File: src/rtl/issue_scoreboard_pkg.sv
// Shared definitions for the issue scoreboard.
//   - Forwarding-select encodings driven on srcN_fwd_sel.
//   - Bit layout of one in-flight entry {w_addr, is_load, w_en, valid},
//     stored as a flat vector so the address width can be parameterised.
package issue_scoreboard_pkg;

  typedef enum logic [1:0] {
    FWD_RF  = 2'd0,
    FWD_EXE = 2'd1,
    FWD_MEM = 2'd2,
    FWD_WB  = 2'd3
  } fwd_sel_e;

  // Entry field offsets (LSB first).
  localparam int SB_VALID    = 0;
  localparam int SB_W_EN     = 1;
  localparam int SB_IS_LOAD  = 2;
  localparam int SB_ADDR_LSB = 3;

  // Default register address width (32 GPRs) and resulting entry width.
  localparam int SB_ADDR_W   = 5;
  localparam int SB_ENTRY_WD = SB_ADDR_LSB + SB_ADDR_W;

endpackage

File: src/rtl/sb_lookup.sv
// Combinational hazard lookup for one source operand.
// Ports:
//   src_used_i, src_addr_i : the source operand being resolved
//   exe_e_i, mem_e_i, wb_e_i : the three in-flight entries (package layout)
//   ready_o : operand is obtainable this cycle
//   sel_o   : forwarding select (FWD_RF/EXE/MEM/WB)
module sb_lookup
  import issue_scoreboard_pkg::*;
#(
  parameter int ADDR_W = SB_ADDR_W
) (
  input  logic                          src_used_i,
  input  logic [ADDR_W-1:0]             src_addr_i,
  input  logic [SB_ADDR_LSB+ADDR_W-1:0] exe_e_i,
  input  logic [SB_ADDR_LSB+ADDR_W-1:0] mem_e_i,
  input  logic [SB_ADDR_LSB+ADDR_W-1:0] wb_e_i,
  output logic                          ready_o,
  output logic [1:0]                    sel_o
);

  logic hit_exe, hit_mem, hit_wb;
  logic unused_wb_load;

  // An entry only hits when it is live and actually writes the register file.
  assign hit_exe = exe_e_i[SB_VALID] & exe_e_i[SB_W_EN] &
                   (exe_e_i[SB_ADDR_LSB +: ADDR_W] == src_addr_i);
  assign hit_mem = mem_e_i[SB_VALID] & mem_e_i[SB_W_EN] &
                   (mem_e_i[SB_ADDR_LSB +: ADDR_W] == src_addr_i);
  assign hit_wb  = wb_e_i[SB_VALID] & wb_e_i[SB_W_EN] &
                   (wb_e_i[SB_ADDR_LSB +: ADDR_W] == src_addr_i);

  // A load in WB has its data available, so the WB load flag is irrelevant.
  assign unused_wb_load = wb_e_i[SB_IS_LOAD];

  always_comb begin
    ready_o = 1'b1;
    sel_o   = FWD_RF;
    if (src_used_i && (src_addr_i != '0)) begin
      // Youngest producer wins, even when an older one would be ready.
      if (hit_exe) begin
        ready_o = ~exe_e_i[SB_IS_LOAD];
        sel_o   = FWD_EXE;
      end else if (hit_mem) begin
        // Load data only becomes forwardable once it reaches WB.
        ready_o = ~mem_e_i[SB_IS_LOAD];
        sel_o   = FWD_MEM;
      end else if (hit_wb) begin
        sel_o   = FWD_WB;
      end
    end
  end

endmodule

File: src/rtl/issue_scoreboard.sv
// Issue scoreboard for the decode/issue stage.
// Tracks the destination writes in flight in EXE, MEM and WB and resolves
// each of the two ID source operands to a ready flag and forwarding select.
// Ports:
//   clk, reset        : clock, synchronous active-high reset
//   issue_*           : instruction leaving ID this cycle and its dest info
//   exe/mem/wb_fire   : stage-advance handshakes of the pipeline
//   flush             : kill every in-flight entry (beats all fires)
//   id_valid, srcN_*  : current ID instruction and its source operands
//   srcN_ready/fwd_sel: per-source lookup results (combinational)
//   issue_ready       : both sources obtainable
//   stall_cnt         : saturating count of cycles ID stalled on a hazard
//
// Handshake: each *_fire input is valid & allow_in of the next stage, i.e.
// a transfer completes on that clock edge. An entry moves forward only on the
// fire of its own stage; a stage whose entry leaves and receives nothing
// becomes invalid. Fires on empty stages are harmless.
module issue_scoreboard
  import issue_scoreboard_pkg::*;
#(
  parameter int ADDR_W = SB_ADDR_W,
  parameter int CNT_W  = 32
) (
  input  logic              clk,
  input  logic              reset,
  input  logic              issue_fire,
  input  logic              issue_rf_w_en,
  input  logic [ADDR_W-1:0] issue_rf_w_addr,
  input  logic              issue_is_load,
  input  logic              exe_fire,
  input  logic              mem_fire,
  input  logic              wb_fire,
  input  logic              flush,
  input  logic              id_valid,
  input  logic              src1_used,
  input  logic [ADDR_W-1:0] src1_addr,
  input  logic              src2_used,
  input  logic [ADDR_W-1:0] src2_addr,
  output logic              src1_ready,
  output logic              src2_ready,
  output logic [1:0]        src1_fwd_sel,
  output logic [1:0]        src2_fwd_sel,
  output logic              issue_ready,
  output logic [CNT_W-1:0]  stall_cnt
);

  localparam int EW = SB_ADDR_LSB + ADDR_W;

  logic [EW-1:0]    exe_q, exe_d;
  logic [EW-1:0]    mem_q, mem_d;
  logic [EW-1:0]    wb_q,  wb_d;
  logic [EW-1:0]    issue_entry;
  logic [CNT_W-1:0] stall_q, stall_d;

  always_comb begin
    issue_entry                         = '0;
    issue_entry[SB_VALID]               = 1'b1;
    issue_entry[SB_W_EN]                = issue_rf_w_en;
    issue_entry[SB_IS_LOAD]             = issue_is_load;
    issue_entry[SB_ADDR_LSB +: ADDR_W]  = issue_rf_w_addr;
  end

  // All stages read pre-edge values, so a full simultaneous shift is lossless.
  always_comb begin
    exe_d = exe_q;
    mem_d = mem_q;
    wb_d  = wb_q;
    if (flush) begin
      exe_d = '0;
      mem_d = '0;
      wb_d  = '0;
    end else begin
      if (mem_fire)      wb_d = mem_q;
      else if (wb_fire)  wb_d = '0;

      if (exe_fire)      mem_d = exe_q;
      else if (mem_fire) mem_d = '0;

      if (issue_fire)    exe_d = issue_entry;
      else if (exe_fire) exe_d = '0;
    end
  end

  // Saturating stall counter; flush deliberately leaves it alone.
  always_comb begin
    stall_d = stall_q;
    if (id_valid && !issue_ready && !(&stall_q)) begin
      stall_d = stall_q + {{(CNT_W-1){1'b0}}, 1'b1};
    end
  end

  always_ff @(posedge clk) begin
    if (reset) begin
      exe_q   <= '0;
      mem_q   <= '0;
      wb_q    <= '0;
      stall_q <= '0;
    end else begin
      exe_q   <= exe_d;
      mem_q   <= mem_d;
      wb_q    <= wb_d;
      stall_q <= stall_d;
    end
  end

  sb_lookup #(.ADDR_W(ADDR_W)) u_lookup_src1 (
    .src_used_i (src1_used),
    .src_addr_i (src1_addr),
    .exe_e_i    (exe_q),
    .mem_e_i    (mem_q),
    .wb_e_i     (wb_q),
    .ready_o    (src1_ready),
    .sel_o      (src1_fwd_sel)
  );

  sb_lookup #(.ADDR_W(ADDR_W)) u_lookup_src2 (
    .src_used_i (src2_used),
    .src_addr_i (src2_addr),
    .exe_e_i    (exe_q),
    .mem_e_i    (mem_q),
    .wb_e_i     (wb_q),
    .ready_o    (src2_ready),
    .sel_o      (src2_fwd_sel)
  );

  assign issue_ready = src1_ready & src2_ready;
  assign stall_cnt   = stall_q;

endmodule

File: config.mk
export PLATFORM = sky130hd
export DESIGN_NAME = issue_scoreboard
export DESIGN_NICKNAME = d
export VERILOG_FILES = /design/src/rtl/issue_scoreboard_pkg.sv /design/src/rtl/sb_lookup.sv /design/src/rtl/issue_scoreboard.sv
export SDC_FILE = /design/constraint.sdc
export NUM_CORES = 1
export LEC_CHECK = 0
export BUFFER_PORTS_ARGS = -buffer_cell sky130_fd_sc_hd__buf_2
export CELL_PAD_IN_SITES_DETAIL_PLACEMENT = 1
export CELL_PAD_IN_SITES_GLOBAL_PLACEMENT = 1
export CORE_ASPECT_RATIO = 0.5
export CORE_MARGIN = 1.5
export CORE_UTILIZATION = 40
export CTS_CLUSTER_DIAMETER = 50
export DETAILED_ROUTE_END_ITERATION = 10
export GPL_ROUTABILITY_DRIVEN = 0
export PLACE_DENSITY = 0.8
export SKIP_CTS_REPAIR_TIMING = 1
export SLEW_MARGIN = 20
export SYNTH_ARGS = -nofsm -noshare
export SYNTH_HDL_FRONTEND = slang
export SYNTH_HIERARCHICAL = 1
export SYNTH_SLANG_ARGS = --single-unit
File: constraint.sdc
create_clock -name clk -period 7.5 [get_ports clk]
set_input_delay 1.5 -clock clk [delete_from_list [all_inputs] [get_ports clk]]
set_output_delay 1.5 -clock clk [all_outputs]
set_load 0.01 [all_outputs]
==> qor.txt <==
Initial Util -> 41.50%
largest net degree at the start of global routing -> 40
Vias -> 2,919
crit end category -> output pin
setup TNS -> 0 ns
number of remaining DRC errors -> 0
CTS Buf Count -> 5
antenna cells -> 0
post-DR wirelength/cell -> 16.60 um
Syn Area/Cell -> 8.230 um2
IO Port Bufs -> 65
clock slew seen by the registers of the worst setup and hold paths -> 0.07 ns
Synth Cell Area -> 3062 um2
die area -> 8220 um2
CORE AREA -> 7377 um2
Setup Crit Path Kind -> primary input to output pin
PD cells -> 174.8 nW/um2
antenna viol nets, final -> 0
Total Routed Length -> 8646 um
global-route wire length before repair -> 14,430 um
CTS tree -> done
drt pass-1 iters -> 4
Horiz. Die Dim -> 126.7 um
Hold Crit Class -> register to register
Static Leak -> 1.282 nW
worst skew pair latency -> 0.30 ns
Die Ht -> 64.87 um
count of filler cells inserted in the layout -> 910
Ys Warns -> 6
Req. time, crit path -> 6.00 ns
CP startpoint kind -> primary input
Final setup viols -> 0
grt ovf -> 0
Seq. cell area -> 1101 um2
clock skew -> 0.003837 ns
fin nets -> 452
Fin. Hold Viols -> 0
hold slack -> 0.5245 ns
vias in the first global route -> 2,997
Post-Synthesis Cells -> 372
vias per cell -> 5.603
Ports -> 66
area of the multi-input gates -> 1861 um2
crit-path max FO -> 4
Area growth syn-to-layout -> 18.31%
Root Buffer Master -> clkbuf_16
arrival time at the worst endpoint -> 3.24 ns
commonest non-fill, non-tap cells in the layout -> buf_2, dfxtp_1, nor2_1
Least-Margin Pin Slew -> 1.084 ns
Slew HR -> 27.67%
synthesized net count -> 400
post-route clock period utilization -> 63.17%
RSZ-0062 raised after global routing -> false
crit path time final -> 4.737 ns
layout cell share with drive strength beyond 1 -> 23.06%
Longest Clk Path Bufs -> 2
total power -> 633.2 uW
most common cell after layout, fill and taps aside -> buf_2
GRT Total Usage -> 21.97%
row count -> 22
Max Clock Freq -> 211.1 MHz
First DRT Iteration DRCs -> 136
TritonCTS Sinks -> 55
max-cap viol count -> 0
dpl hpwl -> 6266 um
outcome -> completed
max-slew violations -> 0
worst vdd ir -> 0.08300 mV
initial antenna violation count -> 0
H-tree Lvls -> 2
-- sequential cells by signal, indices dropped and copies added (netlist names) --
register	cells
wb_q	7
exe_q	8
mem_q	8
stall_cnt	32
-- per-stage QoR --
stage               util (%)  area [um2]  cells  setup WS [ns]
CTS                    49.02        3616    521          2.783
global placement       46.40        3423    513          2.750
floorplan                  -        3062    372          3.172
detailed placement     46.40        3423    513          2.663
global route           49.10        3622    521          2.650
finish                 49.10        3622    521          2.763
-- worst max-delay path: stages --
cell and delay, ns:
buf_2 0.14, xor2_1 0.17, nor4_2 0.33, nand4_1 0.20, or3b_1 0.40, a21o_1 0.21
and2_1 0.15, buf_2 0.14
-- path summary, 6_finish.rpt --
path                                    from                         end  slack [ns]  cells after the start
hold / removal    stall_cnt[23]$_SDFFE_PP0P_  stall_cnt[23]$_SDFFE_PP0P_        0.52                      2
hold reg to reg   stall_cnt[23]$_SDFFE_PP0P_  stall_cnt[23]$_SDFFE_PP0P_        0.52                      2
setup reg to reg       mem_q[5]$_SDFFE_PP0P_  stall_cnt[11]$_SDFFE_PP0P_        3.90                     10
setup / recovery                src2_addr[4]                 issue_ready        2.76                      8
-- routing by layer --
layer	vias up	routed length, um	track usage, %	share of wire [%]
met1	1415	3854	26.12	45
met2	45	4389	40.44	51
li1	1445	-	-	-
met3	14	265	4.377	3.1
met5	-	0	0	0
met4	0	136	6.960	1.6
-- cell type report --
class                           instances  area share [%]
Multi-Input combinational cell        291           51.36
Tap cell                               96           3.316
Sequential cell                        55           30.40
Inverter                                6          0.6218
Clock buffer                            5           3.454
Clock inverter                          3           1.865
Timing Repair Buffer                   65           8.981
-- where the power goes --
group	internal, mW	switching, mW	leakage, nW
combinational	0.0140	0.0221	0.749
clock	0.191	0.110	0.0900
sequential	0.293	0.00235	0.444
total	0.499	0.134	1.28
Note: power is estimated with default switching activity, not from simulation.
